===== config.mk =====
export PLATFORM = sky130hd
export DESIGN_NAME = grid_write_arbiter_flat
export DESIGN_NICKNAME = d
export VERILOG_FILES = /design/src/rtl/grid_write_arbiter_if.sv /design/src/rtl/grid_write_arbiter.sv /design/src/flat_wrapper.sv
export SDC_FILE = /design/constraint.sdc
export NUM_CORES = 2
export LEC_CHECK = 0
export ABC_AREA = 1
export BUFFER_PORTS_ARGS = -buffer_cell sky130_fd_sc_hd__buf_4
export CORE_AREA = 2 2 482 484
export CTS_CLUSTER_SIZE = 16
export DETAILED_ROUTE_END_ITERATION = 12
export DIE_AREA = 0 0 484 486
export GPL_ROUTABILITY_DRIVEN = 0
export PLACE_DENSITY_LB_ADDON = 0.2
export SYNTH_ARGS = -nofsm -noshare
export SYNTH_HDL_FRONTEND = slang
export SYNTH_SLANG_ARGS = --single-unit

===== constraint.sdc =====
create_clock -name clk -period 44.6 [get_ports clk]
set_clock_uncertainty 0.2 [all_clocks]
set_input_delay 2.23 -clock clk [delete_from_list [all_inputs] [get_ports clk]]
set_output_delay 2.23 -clock clk [all_outputs]
set_load 0.005 [all_outputs]

===== src/rtl/grid_write_arbiter_if.sv =====
// Write-side bundle of grid_write_arbiter: two req/ack write ports, the clear
// control and the grid contents seen by the video scan-out.
interface grid_write_arbiter_if #(
    parameter int RAM_LENGTH = 1200
);
    logic                  req0;
    logic [4:0]            row0;
    logic [5:0]            col0;
    logic                  val0;
    logic                  ack0;
    logic                  req1;
    logic [4:0]            row1;
    logic [5:0]            col1;
    logic                  val1;
    logic                  ack1;
    logic                  clear_start;
    logic                  clear_busy;
    logic                  err_oob;
    logic [RAM_LENGTH-1:0] grid_ram;

    modport master (
        output req0, row0, col0, val0,
        output req1, row1, col1, val1,
        output clear_start,
        input  ack0, ack1, clear_busy, err_oob, grid_ram
    );

    modport slave (
        input  req0, row0, col0, val0,
        input  req1, row1, col1, val1,
        input  clear_start,
        output ack0, ack1, clear_busy, err_oob, grid_ram
    );
endinterface


===== src/rtl/grid_write_arbiter.sv =====
// Round-robin arbiter for two writers into the one-bit-per-cell display grid.
// Define GRID_ARB_CLEAR_EN to build in the row-per-cycle clear sequencer.
module grid_write_arbiter #(
    parameter int GRID_ROWS  = 30,
    parameter int GRID_COLS  = 40,
    parameter int RAM_LENGTH = 1200
) (
    input  logic                 clk,
    input  logic                 reset,
    grid_write_arbiter_if.slave  bus
);

    logic [RAM_LENGTH-1:0] grid_q, grid_d;
    logic                  ack0_q, ack0_d;
    logic                  ack1_q, ack1_d;
    logic                  err_q, err_d;
    logic                  last_q, last_d;

    logic                  elig0, elig1;
    logic                  grant0, grant1, any_grant;
    logic                  stall;
    logic [4:0]            sel_row;
    logic [5:0]            sel_col;
    logic                  sel_val;
    logic                  in_range;
    logic [10:0]           wr_idx;

`ifdef GRID_ARB_CLEAR_EN
    typedef enum logic {IDLE, CLEAR} state_t;

    state_t      state_q, state_d;
    logic [4:0]  clear_row_q, clear_row_d;
    logic [10:0] clear_base;

    // NOTE: combinational blocks assign every output a default first so no latch is inferred.
    always_comb begin
        state_d     = state_q;
        clear_row_d = clear_row_q;
        case (state_q)
            IDLE: begin
                if (bus.clear_start) begin
                    state_d     = CLEAR;
                    clear_row_d = 5'd0;
                end
            end
            CLEAR: begin
                clear_row_d = clear_row_q + 5'd1;
                if (clear_row_q == 5'(GRID_ROWS - 1)) begin
                    state_d     = IDLE;
                    clear_row_d = 5'd0;
                end
            end
            default: state_d = IDLE;
        endcase
    end

    always_ff @(posedge clk or posedge reset) begin
        if (reset) begin
            state_q     <= IDLE;
            clear_row_q <= 5'd0;
        end else begin
            state_q     <= state_d;
            clear_row_q <= clear_row_d;
        end
    end

    assign clear_base     = 11'(clear_row_q) * 11'(GRID_COLS);
    // A start sampled in IDLE already blocks grants, so the clear never meets a write.
    assign stall          = (state_q == CLEAR) || bus.clear_start;
    assign bus.clear_busy = (state_q == CLEAR);
`else
    logic unused_clear_start;
    assign unused_clear_start = bus.clear_start;
    assign stall              = 1'b0;
    assign bus.clear_busy     = 1'b0;
`endif

    // A requester whose ack is currently high has just been served and sits out a cycle.
    assign elig0 = bus.req0 && !ack0_q;
    assign elig1 = bus.req1 && !ack1_q;

    always_comb begin
        grant0 = 1'b0;
        grant1 = 1'b0;
        if (!stall) begin
            if (elig0 && elig1) begin
                grant0 = last_q;
                grant1 = !last_q;
            end else begin
                grant0 = elig0;
                grant1 = elig1;
            end
        end
    end

    assign any_grant = grant0 || grant1;
    assign sel_row   = grant1 ? bus.row1 : bus.row0;
    assign sel_col   = grant1 ? bus.col1 : bus.col0;
    assign sel_val   = grant1 ? bus.val1 : bus.val0;
    assign in_range  = (sel_row < 5'(GRID_ROWS)) && (sel_col < 6'(GRID_COLS));
    assign wr_idx    = 11'(sel_row) * 11'(GRID_COLS) + 11'(sel_col);

    always_comb begin
        grid_d = grid_q;
        if (any_grant && in_range) begin
            grid_d[wr_idx] = sel_val;
        end
`ifdef GRID_ARB_CLEAR_EN
        if (state_q == CLEAR) begin
            grid_d[clear_base +: GRID_COLS] = '0;
        end
`endif
        ack0_d = grant0;
        ack1_d = grant1;
        err_d  = any_grant && !in_range;
        last_d = last_q;
        if (grant0) begin
            last_d = 1'b0;
        end else if (grant1) begin
            last_d = 1'b1;
        end
    end

    // NOTE: the grid is a flop array the scan-out reads directly, so it is reset like any other state.
    always_ff @(posedge clk or posedge reset) begin
        if (reset) begin
            grid_q <= '0;
            ack0_q <= 1'b0;
            ack1_q <= 1'b0;
            err_q  <= 1'b0;
            last_q <= 1'b1;
        end else begin
            grid_q <= grid_d;
            ack0_q <= ack0_d;
            ack1_q <= ack1_d;
            err_q  <= err_d;
            last_q <= last_d;
        end
    end

    assign bus.grid_ram = grid_q;
    assign bus.ack0     = ack0_q;
    assign bus.ack1     = ack1_q;
    assign bus.err_oob  = err_q;

endmodule


===== src/flat_wrapper.sv =====
// flat-port wrapper written by rule: the top's interface ports become plain ports
module grid_write_arbiter_flat 
#(
    parameter int GRID_ROWS  = 30,
    parameter int GRID_COLS  = 40,
    parameter int RAM_LENGTH = 1200
)
  (clk, reset, bus_req0, bus_row0, bus_col0, bus_val0, bus_req1, bus_row1, bus_col1, bus_val1, bus_clear_start, bus_ack0, bus_ack1, bus_clear_busy, bus_err_oob, bus_grid_ram);
  grid_write_arbiter_if #(.RAM_LENGTH(RAM_LENGTH)) bus_i ();
  input  logic clk;
  input  logic reset;
  input wire logic [$bits(bus_i.req0)-1:0] bus_req0;
  input wire logic [$bits(bus_i.row0)-1:0] bus_row0;
  input wire logic [$bits(bus_i.col0)-1:0] bus_col0;
  input wire logic [$bits(bus_i.val0)-1:0] bus_val0;
  input wire logic [$bits(bus_i.req1)-1:0] bus_req1;
  input wire logic [$bits(bus_i.row1)-1:0] bus_row1;
  input wire logic [$bits(bus_i.col1)-1:0] bus_col1;
  input wire logic [$bits(bus_i.val1)-1:0] bus_val1;
  input wire logic [$bits(bus_i.clear_start)-1:0] bus_clear_start;
  output wire logic [$bits(bus_i.ack0)-1:0] bus_ack0;
  output wire logic [$bits(bus_i.ack1)-1:0] bus_ack1;
  output wire logic [$bits(bus_i.clear_busy)-1:0] bus_clear_busy;
  output wire logic [$bits(bus_i.err_oob)-1:0] bus_err_oob;
  output wire logic [$bits(bus_i.grid_ram)-1:0] bus_grid_ram;
  assign bus_i.req0 = bus_req0;
  assign bus_i.row0 = bus_row0;
  assign bus_i.col0 = bus_col0;
  assign bus_i.val0 = bus_val0;
  assign bus_i.req1 = bus_req1;
  assign bus_i.row1 = bus_row1;
  assign bus_i.col1 = bus_col1;
  assign bus_i.val1 = bus_val1;
  assign bus_i.clear_start = bus_clear_start;
  assign bus_ack0 = bus_i.ack0;
  assign bus_ack1 = bus_i.ack1;
  assign bus_clear_busy = bus_i.clear_busy;
  assign bus_err_oob = bus_i.err_oob;
  assign bus_grid_ram = bus_i.grid_ram;
  grid_write_arbiter #(.GRID_ROWS(GRID_ROWS), .GRID_COLS(GRID_COLS), .RAM_LENGTH(RAM_LENGTH)) u_core (.clk(clk), .reset(reset), .bus(bus_i));
endmodule

==> results_dict.tcl <==
set metrics [dict create \
    multi_input_area_mm2 0.0252 \
    p_leak_nw 36.3 \
    routed_via_density 5.09 \
    r2r_slack_ps 36210 \
    syn-instance-count 7533 \
    cts_buffers 149 \
    cts_tree "yes" \
    cts_resized 0 \
    critPathRequiredTime_ps 45090 \
    clockRootBuffer "clkbuf_16" \
    hp-class "register to register" \
    cts.htree.levels 4 \
    clock.fmax_mhz 107 \
    track_usage_pct 25.8 \
    p_per_area_mw_per_mm2 44.2 \
    dieHeight_um 486 \
    fin_hold_ws_ps 270 \
    reg2reg_depth 23 \
    synth_edf_count 0 \
    drtIter0Drc 5923 \
    vias 58400 \
    initial_core_util_pct 25.4 \
    die_w_um 484 \
    clk_pin_slew_worst_paths_ps 60 \
    final_common_cell "nand2_1" \
    drcViolationCount 0 \
    layout.nets 8368 \
    ys_seq_area_share_pct 51.6 \
    synthArstFlopShare_pct 100 \
    hold_viol_final 0 \
    port-buffer-count 1230 \
    cp-startpoint "bus_req1" \
    p_switching_w 0.00124 \
    cts_buffer_depth 3 \
    outcome "finished, final reports clean" \
    endpoint "u_core.bus.grid_ram[223]$_DFFE_PP0P_" \
    slew_violations 0 \
    worstPathMaxFanout 95 \
    synth_warnings 0 \
    ant_nets 0 \
    cts.sinks 1204 \
    synthTopCellsByArea "dfrtp_1 52%, nand4_1 13%, nand2_1 13%, nor2_1 12%, buf_2 3.2%" \
    drive_above_1_share_pct 21.4 \
    first_global_vias 55400 \
    synthToLayoutAreaGrowth_pct 28.5 \
    p_clk_share_pct 37.6 \
    grt_max_degree 208 \
    fin_tns_setup_ps 0 \
    wire_per_inst_um 27.3 \
    io_pins 1233 \
    finalCritPeriodShare_pct 21.0 \
    swShare_pct 37.5 \
    syn_nets 7572 \
    wirelength_um 313000 \
    ir_worst_vdd_v 0.0000351 \
    overflow 0 \
    min_path_cells 2 \
    post-route-min-period_ps 9350 \
    avgSynthCellArea_um2 7.75 \
    max_slew_margin_pct 14.2 \
    pwr-share-seq_pct 36.8 \
    die_area_mm2 0.235 \
    clk_latency_ps 790 \
    ys_types 36 \
    synth_top_area_cell "dfrtp_1" \
    rsz0062_at_grt "no" \
    hpwl_um 199000 \
    coreArea_mm2 0.229 \
    area.sequential_mm2 0.0301 \
    cts_hold_buffers 0 \
    reg2reg_from "u_core.bus.ack0$_DFF_PP0_" \
    crit_arrival_ps 9840 \
    row_count 176 \
    fill_cells 24200 \
    yosysTopAreaCellShare_pct 51.6 \
    r2r-end "u_core.bus.grid_ram[223]$_DFFE_PP0P_" \
    setup_violations 0 \
    antenna_found_initial 9 \
    endpoint_kind "register" \
    post-cts-setup-buffer-count 0 \
    synth-main-ff-cell "dfrtp_1" \
    worstSetupStartpointType "input port" \
    drv_cap 0 \
    critical_path_class "input port to register" \
    pwr-share-comb_pct 25.6 \
    yosys_register_bits 1204 \
    p_int_w 0.00207 \
    dr.pass1.iters 6 \
    mostFrequentLayoutCells "1981 x nand2_1, 1887 x nor2_1, 1406 x buf_4, 1205 x nand4_1, 1203 x dfrtp_1" \
    worst_pin_slew_ps 1290 \
    grt_pass1_wl_um 439000 \
    syn_area_mm2 0.0584 \
]
==> metrics by stage <==
stage / util, % / instances / setup slack, ps / instance area, um2 / total power (W)
global placement: 30.5 / 11200 / 34650 / 70000 / 0.00208
finish: 32.7 / 11500 / 35250 / 75000 / 0.00331
global route: 32.7 / 11500 / 34850 / 75000 / 0.00344
detailed placement: 30.5 / 11200 / 34520 / 70000 / 0.00209
floorplan: - / 7533 / 8250 / 58400 / 0.00165
CTS: 32.7 / 11500 / 35390 / 75000 / 0.00334
==> power by group through the flow <==
| stage | combinational [W] | clock (W) | sequential (W) |
|---|---|---|---|
| final | 0.000847 | 0.00124 | 0.00122 |
| after global routing | 0.000896 | 0.00132 | 0.00123 |
| after CTS | 0.000851 | 0.00127 | 0.00122 |
| after detailed placement | 0.000850 | 0 | 0.00124 |
| after global placement | 0.000846 | 0 | 0.00123 |
| after floorplan | 0.000414 | 0 | 0.00123 |
==> kinds of logic after synthesis <==
kind of cell | synth area share, %
compound gates | 0.648
buf+inv | 6.16
simple gates | 41.3
flops | 51.6
other cells | 0.00643
xor+xnor | 0.0150
fa+ha+maj | 0.240
==> synthesized netlist by cell type, types with 3 or more instances <==
cell type / instances
inv_2: 21
clkbuf_1: 337
nor2_2: 39
nand3_1: 199
nand4_1: 1205
dfrtp_1: 1203
nand2_2: 4
ha_1: 8
nor2_1: 1937
o21ai_0: 47
buf_2: 377
nand3_4: 4
nand3b_1: 3
buf_4: 7
nor3_1: 9
nand4_2: 6
buf_1: 46
nor2_4: 12
inv_1: 37
o21ai_1: 15
nand2_1: 1982
nor3_2: 16
==> state kept, by name, summed over array words and instances, names as in the netlist <==
| name | count |
|---|---|
| u_core.bus.ack0 | 1 |
| u_core.bus.ack1 | 1 |
| u_core.bus.err_oob | 1 |
| u_core.bus.grid_ram | 1200 |
| u_core.last_q | 1 |
==> per-layer routing <==
layer / global-route usage (%) / wire length, um / vias to the layer above / share of wire, %
met2: 42.5 / 149000 / 2575 / 48
met1: 31.4 / 123000 / 28900 / 39
met3: 8.00 / 28800 / 447 / 9.2
met5: 0 / 0 / - / 0
met4: 9.64 / 12300 / 0 / 3.9
li1: - / - / 26500 / -
==> worst min-delay path by stage <==
stage | startpoint | endpoint | slack, ps
after floorplan | u_core.last_q$_DFFE_PP1P_ | u_core.last_q$_DFFE_PP1P_ | 260
after global placement | u_core.bus.grid_ram[1041]$_DFFE_PP0P_ | u_core.bus.grid_ram[1041]$_DFFE_PP0P_ | 260
after detailed placement | u_core.bus.grid_ram[1148]$_DFFE_PP0P_ | u_core.bus.grid_ram[1148]$_DFFE_PP0P_ | 260
after CTS | u_core.bus.grid_ram[1153]$_DFFE_PP0P_ | u_core.bus.grid_ram[1153]$_DFFE_PP0P_ | 270
after global routing | u_core.bus.grid_ram[1192]$_DFFE_PP0P_ | u_core.bus.grid_ram[1192]$_DFFE_PP0P_ | 290
final | u_core.bus.grid_ram[1158]$_DFFE_PP0P_ | u_core.bus.grid_ram[1158]$_DFFE_PP0P_ | 270
==> critical path, cell delays in order <==
cell and delay, ps:
buf_4 80, inv_2 30, nor2_4 230, nand2_1 550, nand2_1 190, nand2_1 230
ha_1 360, ha_1 230, fa_1 410, nand2_1 120, inv_1 50, nor2_1 110
inv_1 80, nor2_1 280, inv_1 70, nand2_1 430, nand2_2 380, nor2_4 650
buf_4 780, buf_4 780, buf_4 960, nand4_1 170, nand2_1 130, nand2_1 60
==> layout make-up <==
class	instances	share of cell area, %
clock buffer	236	5.95
timing repair buffer	1412	14.2
multi-input combinational	5504	33.6
sequential	1204	40.2
tap	3026	5.05
inverter	58	0.310
clock inverter	33	0.624
antenna	2	0.00668
(Power assumes the default switching activity.)
